[src/rtl/issue_scoreboard_if.sv]
// Issue-side bundle for the scoreboard: decoded instruction in, ready back, registered issue copy out.
interface issue_scoreboard_if #(
  parameter int unsigned NUM_REGS = 32,
  parameter int unsigned NUM_FU   = 4
);
  localparam int unsigned REG_AW = $clog2(NUM_REGS);

  logic              iss_valid;
  logic              iss_ready;
  logic              iss_rs1_en;
  logic [REG_AW-1:0] iss_rs1_addr;
  logic              iss_rs2_en;
  logic [REG_AW-1:0] iss_rs2_addr;
  logic              iss_rd_en;
  logic [REG_AW-1:0] iss_rd_addr;
  logic [NUM_FU-1:0] iss_fu;

  logic              out_valid;
  logic [NUM_FU-1:0] out_fu;
  logic              out_rd_en;
  logic [REG_AW-1:0] out_rd_addr;

  modport master (
    output iss_valid, iss_rs1_en, iss_rs1_addr, iss_rs2_en, iss_rs2_addr,
    output iss_rd_en, iss_rd_addr, iss_fu,
    input  iss_ready, out_valid, out_fu, out_rd_en, out_rd_addr
  );

  modport slave (
    input  iss_valid, iss_rs1_en, iss_rs1_addr, iss_rs2_en, iss_rs2_addr,
    input  iss_rd_en, iss_rd_addr, iss_fu,
    output iss_ready, out_valid, out_fu, out_rd_en, out_rd_addr
  );
endinterface

[src/rtl/issue_scoreboard.sv]
// In-order issue scoreboard: per-register pending bits, per-FU in-flight counters, RAW/WAW/structural
// hazard detection with same-cycle writeback bypass, and a one-cycle registered issue output.
module issue_scoreboard #(
  parameter int unsigned        NUM_REGS     = 32,
  parameter int unsigned        NUM_FU       = 4,
  parameter int unsigned        MAX_OUTST    = 4,
  parameter logic [NUM_FU-1:0]  FU_PIPELINED = 4'b0011,
  localparam int unsigned       REG_AW       = $clog2(NUM_REGS),
  localparam int unsigned       CW           = $clog2(MAX_OUTST + 1)
) (
  input  logic                     clk,
  input  logic                     rst,
  issue_scoreboard_if.slave        iss_if,
  input  logic                     flush_i,
  input  logic                     ext_stall_i,
  input  logic [NUM_FU-1:0]        wb_valid_i,
  input  logic [NUM_FU*REG_AW-1:0] wb_rd_addr_i,
  output logic [NUM_REGS-1:0]      pending_o,
  output logic [NUM_FU*CW-1:0]     fu_outst_o,
  output logic [2:0]               stall_cause_o,
  output logic                     sb_err_o
);

  logic [NUM_REGS-1:0] pending_q, pending_d;
  logic [CW-1:0]       outst_q [NUM_FU];
  logic [CW-1:0]       outst_d [NUM_FU];
  logic                err_q, err_d;
  logic                out_valid_q;
  logic [NUM_FU-1:0]   out_fu_q;
  logic                out_rd_en_q;
  logic [REG_AW-1:0]   out_rd_addr_q;

  logic [NUM_REGS-1:0] wb_clr;
  logic [NUM_FU-1:0]   fu_busy;
  logic [NUM_FU-1:0]   wb_underflow;
  logic                raw, waw, struct_haz, fu_onehot, ready, fire;

  // Registers being written back this cycle; used both to bypass hazards and to clear pending.
  always_comb begin
    wb_clr = '0;
    for (int unsigned f = 0; f < NUM_FU; f++) begin
      if (wb_valid_i[f]) wb_clr[wb_rd_addr_i[f*REG_AW +: REG_AW]] = 1'b1;
    end
  end

  always_comb begin
    logic [CW:0] lim;
    fu_busy      = '0;
    wb_underflow = '0;
    for (int unsigned f = 0; f < NUM_FU; f++) begin
      lim = FU_PIPELINED[f] ? (CW+1)'(MAX_OUTST) : (CW+1)'(1);
      // count - wb >= limit, rearranged to avoid underflow when count is 0
      fu_busy[f]      = {1'b0, outst_q[f]} >= lim + {{CW{1'b0}}, wb_valid_i[f]};
      wb_underflow[f] = wb_valid_i[f] && (outst_q[f] == '0);
    end
  end

  always_comb begin
    raw = (iss_if.iss_rs1_en && (iss_if.iss_rs1_addr != '0) &&
           pending_q[iss_if.iss_rs1_addr] && !wb_clr[iss_if.iss_rs1_addr]) ||
          (iss_if.iss_rs2_en && (iss_if.iss_rs2_addr != '0) &&
           pending_q[iss_if.iss_rs2_addr] && !wb_clr[iss_if.iss_rs2_addr]);
    waw = iss_if.iss_rd_en && (iss_if.iss_rd_addr != '0) &&
          pending_q[iss_if.iss_rd_addr] && !wb_clr[iss_if.iss_rd_addr];
    struct_haz    = |(fu_busy & iss_if.iss_fu);
    fu_onehot     = $onehot(iss_if.iss_fu);
    ready         = ~(raw | waw | struct_haz | ext_stall_i | flush_i | ~fu_onehot);
    fire          = iss_if.iss_valid & ready;
    stall_cause_o = {3{iss_if.iss_valid}} & {struct_haz, waw, raw};
  end

  always_comb begin
    pending_d = pending_q & ~wb_clr;
    if (fire && iss_if.iss_rd_en && (iss_if.iss_rd_addr != '0)) begin
      pending_d[iss_if.iss_rd_addr] = 1'b1;
    end
    pending_d[0] = 1'b0;
    for (int unsigned f = 0; f < NUM_FU; f++) begin
      outst_d[f] = outst_q[f] + CW'(fire & iss_if.iss_fu[f])
                              - CW'(wb_valid_i[f] & ~wb_underflow[f]);
    end
    err_d = err_q | (|wb_underflow) | (iss_if.iss_valid & ~fu_onehot);
  end

  always_ff @(posedge clk or posedge rst) begin
    if (rst) begin
      pending_q     <= '0;
      err_q         <= 1'b0;
      out_valid_q   <= 1'b0;
      out_fu_q      <= '0;
      out_rd_en_q   <= 1'b0;
      out_rd_addr_q <= '0;
      for (int unsigned f = 0; f < NUM_FU; f++) outst_q[f] <= '0;
    end else begin
      pending_q   <= pending_d;
      err_q       <= err_d;
      out_valid_q <= fire;
      for (int unsigned f = 0; f < NUM_FU; f++) outst_q[f] <= outst_d[f];
      if (fire) begin
        out_fu_q      <= iss_if.iss_fu;
        out_rd_en_q   <= iss_if.iss_rd_en;
        out_rd_addr_q <= iss_if.iss_rd_addr;
      end
    end
  end

  always_comb begin
    for (int unsigned f = 0; f < NUM_FU; f++) fu_outst_o[f*CW +: CW] = outst_q[f];
  end

  assign pending_o          = pending_q;
  assign sb_err_o           = err_q;
  assign iss_if.iss_ready   = ready;
  assign iss_if.out_valid   = out_valid_q;
  assign iss_if.out_fu      = out_fu_q;
  assign iss_if.out_rd_en   = out_rd_en_q;
  assign iss_if.out_rd_addr = out_rd_addr_q;

endmodule

[src/flat_wrapper.sv]
// flat-port wrapper written by rule: the top's interface ports become plain ports
module issue_scoreboard_flat 
#(
  parameter int unsigned        NUM_REGS     = 32,
  parameter int unsigned        NUM_FU       = 4,
  parameter int unsigned        MAX_OUTST    = 4,
  parameter logic [NUM_FU-1:0]  FU_PIPELINED = 4'b0011,
  localparam int unsigned       REG_AW       = $clog2(NUM_REGS),
  localparam int unsigned       CW           = $clog2(MAX_OUTST + 1)
)
  (clk, rst, flush_i, ext_stall_i, wb_valid_i, wb_rd_addr_i, pending_o, fu_outst_o, stall_cause_o, sb_err_o, iss_if_iss_valid, iss_if_iss_rs1_en, iss_if_iss_rs1_addr, iss_if_iss_rs2_en, iss_if_iss_rs2_addr, iss_if_iss_rd_en, iss_if_iss_rd_addr, iss_if_iss_fu, iss_if_iss_ready, iss_if_out_valid, iss_if_out_fu, iss_if_out_rd_en, iss_if_out_rd_addr);
  issue_scoreboard_if #(.NUM_REGS(NUM_REGS), .NUM_FU(NUM_FU)) iss_if_i ();
  input  logic clk;
  input  logic rst;
  input  logic flush_i;
  input  logic ext_stall_i;
  input  logic [NUM_FU-1:0] wb_valid_i;
  input  logic [NUM_FU*REG_AW-1:0] wb_rd_addr_i;
  output logic [NUM_REGS-1:0] pending_o;
  output logic [NUM_FU*CW-1:0] fu_outst_o;
  output logic [2:0] stall_cause_o;
  output logic sb_err_o;
  input wire logic [$bits(iss_if_i.iss_valid)-1:0] iss_if_iss_valid;
  input wire logic [$bits(iss_if_i.iss_rs1_en)-1:0] iss_if_iss_rs1_en;
  input wire logic [$bits(iss_if_i.iss_rs1_addr)-1:0] iss_if_iss_rs1_addr;
  input wire logic [$bits(iss_if_i.iss_rs2_en)-1:0] iss_if_iss_rs2_en;
  input wire logic [$bits(iss_if_i.iss_rs2_addr)-1:0] iss_if_iss_rs2_addr;
  input wire logic [$bits(iss_if_i.iss_rd_en)-1:0] iss_if_iss_rd_en;
  input wire logic [$bits(iss_if_i.iss_rd_addr)-1:0] iss_if_iss_rd_addr;
  input wire logic [$bits(iss_if_i.iss_fu)-1:0] iss_if_iss_fu;
  output wire logic [$bits(iss_if_i.iss_ready)-1:0] iss_if_iss_ready;
  output wire logic [$bits(iss_if_i.out_valid)-1:0] iss_if_out_valid;
  output wire logic [$bits(iss_if_i.out_fu)-1:0] iss_if_out_fu;
  output wire logic [$bits(iss_if_i.out_rd_en)-1:0] iss_if_out_rd_en;
  output wire logic [$bits(iss_if_i.out_rd_addr)-1:0] iss_if_out_rd_addr;
  assign iss_if_i.iss_valid = iss_if_iss_valid;
  assign iss_if_i.iss_rs1_en = iss_if_iss_rs1_en;
  assign iss_if_i.iss_rs1_addr = iss_if_iss_rs1_addr;
  assign iss_if_i.iss_rs2_en = iss_if_iss_rs2_en;
  assign iss_if_i.iss_rs2_addr = iss_if_iss_rs2_addr;
  assign iss_if_i.iss_rd_en = iss_if_iss_rd_en;
  assign iss_if_i.iss_rd_addr = iss_if_iss_rd_addr;
  assign iss_if_i.iss_fu = iss_if_iss_fu;
  assign iss_if_iss_ready = iss_if_i.iss_ready;
  assign iss_if_out_valid = iss_if_i.out_valid;
  assign iss_if_out_fu = iss_if_i.out_fu;
  assign iss_if_out_rd_en = iss_if_i.out_rd_en;
  assign iss_if_out_rd_addr = iss_if_i.out_rd_addr;
  issue_scoreboard #(.NUM_REGS(NUM_REGS), .NUM_FU(NUM_FU), .MAX_OUTST(MAX_OUTST), .FU_PIPELINED(FU_PIPELINED)) u_core (.clk(clk), .rst(rst), .iss_if(iss_if_i), .flush_i(flush_i), .ext_stall_i(ext_stall_i), .wb_valid_i(wb_valid_i), .wb_rd_addr_i(wb_rd_addr_i), .pending_o(pending_o), .fu_outst_o(fu_outst_o), .stall_cause_o(stall_cause_o), .sb_err_o(sb_err_o));
endmodule
[config.mk]
export PLATFORM = sky130hd
export DESIGN_NAME = issue_scoreboard_flat
export DESIGN_NICKNAME = d
export VERILOG_FILES = /design/src/rtl/issue_scoreboard_if.sv /design/src/rtl/issue_scoreboard.sv /design/src/flat_wrapper.sv
export SDC_FILE = /design/constraint.sdc
export NUM_CORES = 1
export LEC_CHECK = 0
export BUFFER_PORTS_ARGS = -buffer_cell sky130_fd_sc_hd__buf_2
export CAP_MARGIN = 20
export CORE_AREA = 2 2 128 130
export DETAILED_ROUTE_END_ITERATION = 12
export DIE_AREA = 0 0 130 132
export PLACE_DENSITY = 0.53
export SETUP_SLACK_MARGIN = 0.3
export SYNTH_ARGS = -nofsm -noshare
export SYNTH_HDL_FRONTEND = slang
export SYNTH_SLANG_ARGS = --single-unit
[constraint.sdc]
create_clock -name clk -period 3.58 [get_ports clk]
set_input_delay 0.358 -clock clk [delete_from_list [all_inputs] [get_ports clk]]
set_output_delay 0.358 -clock clk [all_outputs]
set_load 0.02 [all_outputs]
; ---- Word level (Yosys, flattened, before mapping)
; Cells that the tools add are included.
[op_classes]
addsub = 15
magnitude_cmp = 16
n_eq_ne = 1
mux = 27
n_bitwise = 31
reduce_logical = 33
[ops]
columns = operator, n
row1 = 2-to-1 mux 32 bit, 5
row2 = OR 32 bit, 4
row3 = < comparator 5 x 6 -> 1 bit (second input constant), 7
row4 = AND 32 bit, 1
row5 = inverter 32 bit, 1
row6 = binary-select mux 1 bit (select 5 bit), 6
row7 = demux 1 bit (select 5 bit), 5
row8 = greater-or-equal comparator 5 x 1 -> 1 bit (second input constant), 5
row9 = logical AND 1 bit, 20
row10 = greater-or-equal comparator 3 x 4 -> 1 bit, 4
row11 = adder 3 bit, 5
row12 = nonzero test 5 bit, 3
row13 = AND 1 x 3 -> 3 bit, 4
row14 = logical NOT 3 bit, 4
row15 = inverter 1 -> 3 bit, 4
row16 = subtractor 3 bit, 4
row17 = 2-to-1 mux 1 bit, 11
row18 = adder 3 x 1 -> 4 bit (first input constant), 2
row19 = OR reduction 4 bit, 2
row20 = OR 1 bit, 7
row21 = AND 1 bit, 6
row22 = adder 1 x 1 -> 2 bit, 2
row23 = adder 1 x 1 -> 2 bit (first input constant), 2
row24 = AND 4 bit, 1
row25 = 5 further kinds, 8
[word_totals]
reg_bits = 55
inputBits = 51
out_inout_bits = 60
elab_cells = 133

; ---- Longest topological paths before layout
[logic_depth]
word_depth = 26
ltp_mapped = 17
depth_no_buf = 16

; ---- Worst setup path after synthesis
; No wires, ideal clock.
[synth_path]
path_type = input to register
startpoint = input iss_if_iss_rs1_addr[0]
endpoint = register u_core.outst_q, in the netlist u_core.fu_outst_o[11]
setup_ns = 0.131
arrival_time_ns = 3.424
required_ns = 3.449
setup_slack_ns = 0.025
cell_stages = 14
n_path_buf = 1
cell_sequence = buf_2 > mux4_2 > mux4_2 > nand3b_1 > nor4_1 > a32oi_1 > nand3_1 > nor4_1 > and2_1 > ha_1 > inv_1 > fa_1 > xnor2_1 > xnor2_1
[synth_lines]
columns = element, line
row1 = "start, declared", flat_wrapper.sv:25  ; input wire logic [$bits(iss_if_i.iss_rs1_addr)-1:0] iss_if_iss_rs1_addr;
row2 = "end, declared", issue_scoreboard.sv:25  ; logic [CW-1:0] outst_q [NUM_FU];

; ---- Final worst setup path
[layout_path]
startpoint = register u_core.pending_q[3], in the netlist u_core.pending_o[3]
endpoint = register u_core.out_rd_addr_q[1], in the netlist u_core.iss_if.out_rd_addr[1]
[layout_between]
elab_chain_len = 12
word_cells_on_any_way = 20
cone_classes = mux: 6 / bitwise: 7 / reduce/logical: 7
[layout_rtl]
columns = element, line
row1 = "start, declared", issue_scoreboard.sv:24  ; logic [NUM_REGS-1:0] pending_q, pending_d;
row2 = "start signal, assigned", issue_scoreboard.sv:95  ; pending_q <= pending_d;
row3 = "binary-select mux 1 bit (select 5 bit), on equally long branches", "issue_scoreboard.sv:60, issue_scoreboard.sv:62"
row4 = "2-to-1 mux 1 bit, on equally long branches", "issue_scoreboard.sv:60, issue_scoreboard.sv:62"
row5 = "logical AND 1 bit, on equally long branches", "issue_scoreboard.sv:59, issue_scoreboard.sv:61"
row6 = "logical AND 1 bit, on equally long branches", "issue_scoreboard.sv:60, issue_scoreboard.sv:62"
row7 = logical OR 1 bit, issue_scoreboard.sv:60  ; pending_q[iss_if.iss_rs1_addr] && !wb_clr[iss_if.iss_rs1_addr]) ||
row8 = OR 1 bit (*) (5 in series), issue_scoreboard.sv:67  ; ready = ~(raw | waw | struct_haz | ext_stall_i | flush_i | ~fu_onehot);
row9 = inverter 1 bit (*), issue_scoreboard.sv:67
row10 = AND 1 bit (*), issue_scoreboard.sv:68  ; fire = iss_if.iss_valid & ready;
row11 = "end signal, assigned", issue_scoreboard.sv:102  ; out_rd_addr_q <= iss_if.iss_rd_addr;
row12 = "end, declared", issue_scoreboard.sv:31  ; logic [REG_AW-1:0] out_rd_addr_q;
; Mark *: on every way between the ends. The rest lies on a longest branch, timed or not. The select of a mux whose other input is x is not followed.
; A chain may end at the register's enable or synchronous reset.

==> results.txt <==
Status - finished clean
Largest net degree at the start of global routing - 29
Num rows - 46
Reg-to-reg setup timing slack - 0.01 ns
CTS tree - done
Switching Share - 40.2%
Clock sink count - 55
Via/cell ratio - 6.01
R2R depth - 13
Reg2Reg Launch Point - u_core.pending_o[3]
Die Ht - 132 um
Register area share after synthesis - 24.8%
Net switching power - 0.00106 W
Synth top area cells - dfrtp_1 (25%), mux4_2 (8.9%), o22ai_1 (6.5%)
Combinational share of power - 48.2%
Largest family of logic cells by synthesized area - simple AND/OR/NAND/NOR gates
Most numerous cell in the Yosys netlist - nand2_1
WL final - 26400 um
Global-route wire length before repair - 39300 um
Predominant post-synthesis flop cell - dfrtp_1
Leading area contributor after synthesis - dfrtp_1
Non-Filler Instances - 1151
P&R area growth vs syn - 54.1%
Post-synth net total - 737
Post-Syn Area - 5550 sq um
Critical path type - flip-flop to flip-flop
Synth Area in Adders - 5.64%
CTS root buf - clkbuf_16
Crit start category - flip-flop
GPL Wtd Cong - 1.00
ANT cells - 0
Top cell type's share of synthesized area - 24.8%
Syn_area_per_cell - 8.36 sq um
Final Hold Viols - 0
Clk pwr share - 19.2%
Vias in the first global route - 6593
DP Wirelength - 20700 um
Share of layout cells above drive strength 1 - 49.7%
Tcrit/Tclk final - 99.7%
Maximum VDD drop - 0.411 mV
Worst Max-Slew Pin Slew - 0.626 ns
Port bufs - 109
Ys async rst share - 100%
CTS Buffer Depth - 2
Fin nets - 1007
Drt drc - 0
Post-synthesis compound-gate area fraction - 20.4%
CP arrival - 3.77 ns
Commonest cells post-synth - nand2_1 (96), o22ai_1 (58), dfrtp_1 (55)
H-Tree Depth - 2
R2r endpoint - u_core.iss_if.out_rd_addr[1]
Clock Skews - 0.0102 ns
PD cells - 309 nW/um^2
Post-synth EDFFs - 0
Setup total negative slack - 0 ns
Drt first pass iters - 6
Die W - 130 um
CTS Buf Count - 5
CP Max Fanout - 6
Share of power burned in registers - 32.6%
Worst Setup EP - u_core.iss_if.out_rd_addr[1]
Layout fillers - 1479
Vias post-DR - 6918
Initial antenna violation count - 0
Die area - 17200 sq um
XOR/XNOR share of the synthesized area - 1.26%
Synthesized flop and latch total - 55
Starting Density - 35.3%
CP Capture Type - flip-flop
Tmin final - 3.57 ns
Fmax - 0.280 GHz
Slew HR - 58.2%
Maximum Capacitance Violations - 0
Post-Place Setup Slack - -0.539 ns
Final worst slack - 0.0102 ns
Synth Instances - 664
CP required - 3.78 ns
Num ports - 111
Synth Warn # - 0
Count of pins over their slew limit - 0
RSZ-0062 raised after global routing - true
Netlist cell types - 66
Hold Crit Class - input port to async pin
Post-CTS Hold Fix Bufs - 0
Clock slew at reported path FFs - 0.08 ns
Routed Antenna Nets - 0
Simple-gate share of the synthesized area - 26.8%
Leakage power - 3.76 nW
Per-cell routed wire length - 22.9 um
Worst skew pair latency - 0.31 ns
Grt total ovfl - 0
Final setup fails - 0
DRT iter0 DRCs - 931
Total core area - 15700 sq um
Power Internal - 0.00158 W
Final Util - 54.4%
GRT Util Overall - 29.9%
Post-synthesis mux area share - 15.4%
Critical path startpoint - u_core.pending_o[3]
Dpl cells - 1124
[worst min path at each step]
| stage | startpoint | to | slack, ns |
|---|---|---|---|
| after floorplan | iss_if_iss_fu[0] | u_core.iss_if.out_fu[0] | 0.51 |
| after CTS | rst | u_core.iss_if.out_rd_addr[3] | 0.13 |
| after global placement | rst | u_core.iss_if.out_rd_addr[0] | 0.45 |
| after detailed placement | rst | u_core.iss_if.out_rd_addr[3] | 0.46 |
| after global routing | rst | u_core.iss_if.out_rd_addr[3] | 0.16 |
| final | rst | u_core.iss_if.out_rd_addr[0] | 0.12 |
[power by group through the flow]
stage / clock network (W) / registers [W] / logic [W]
floorplan: 0 / 0.000992 / 0.000576
global placement: 0 / 0.000861 / 0.00115
detailed placement: 0 / 0.000861 / 0.00117
CTS: 0.000525 / 0.000855 / 0.00120
global route: 0.000541 / 0.000878 / 0.00140
finish: 0.000507 / 0.000862 / 0.00127
[critical path, cell delays in order (launching register included)]
cell and delay (ns):
dfrtp_1 0.41, buf_4 0.15, mux2i_2 0.17, mux2i_1 0.17, mux4_2 0.51, nand3b_1 0.24, nor4_2 0.10, a32oi_1 0.22
nand3_2 0.16, buf_6 0.16, buf_6 0.11, or4_4 0.54, clkbuf_16 0.21, mux2_4 0.30
[cell type report]
class                      instances  area [sq um]  share of cell area [%]
clock buffer                       6           129                    1.51
multi-input combinational        534          4390                    51.3
inverter                          28           105                    1.23
clock inverter                     2          16.3                   0.190
sequential                        55          1380                    16.1
timing repair buffer             310          2260                    26.5
tap                              216           270                    3.16
[stage by stage]
| stage | instance area (sq um) | power (W) | hold slack (ns) |
|---|---|---|---|
| detailed placement | 7620 | 0.00203 | 0.463 |
| global route | 8550 | 0.00282 | 0.162 |
| global placement | 7620 | 0.00201 | 0.449 |
| CTS | 7980 | 0.00258 | 0.130 |
| finish | 8550 | 0.00264 | 0.118 |
| floorplan | 5600 | 0.00157 | 0.507 |
[layout by cell type (no fill, tap or decap), drive strengths merged, types with 12 or more instances in the layout]
cell type  netlist  routed
buf             17     304
clkbuf          30      12
dfrtp           55      55
ha              17      17
inv             26      27
mux2            20      20
mux4            22      22
nand2           96      96
nand2b          14      14
nand3           20      20
nand4b          12      12
nor2            47      47
nor3            20      20
o21ai           44      44
o22ai           59      59
[cells by family (layout without fill, tap and decap cells)]
family | Yosys count | after routing
compound gates | 170 | 170
xor+xnor | 8 | 8
fa+ha+maj | 22 | 22
other cells | 1 | 1
flops | 55 | 55
mux | 52 | 52
simple gates | 281 | 281
buf+inv | 75 | 346
[per-layer routing]
metal  routed length, um  vias up  track usage [%]
met3                2230       35             4.83
met1               11300     3435             42.8
met2               12500      390             47.9
li1                    -     3058                -
met4                 433        0             5.85
met5                   0        -                0
[state kept, by name, summed over array words and instances, names as in the netlist]
register and flops:
u_core.iss_if.out_valid 1, u_core.fu_outst_o 12, u_core.sb_err_o 1, u_core.iss_if.out_rd_addr 5
u_core.iss_if.out_rd_en 1, u_core.iss_if.out_fu 4, u_core.pending_o 31
[timing repair]
action | 4_1_cts | 5_1_grt
setup endpoints to repair | 52 | 53
setup buffers | 4 | 10
pin swaps | 16 | 25
gates resized for setup | 50 | 106
gates cloned | 0 | 5
No activity file was read; power rests on OpenSTA's default activity.
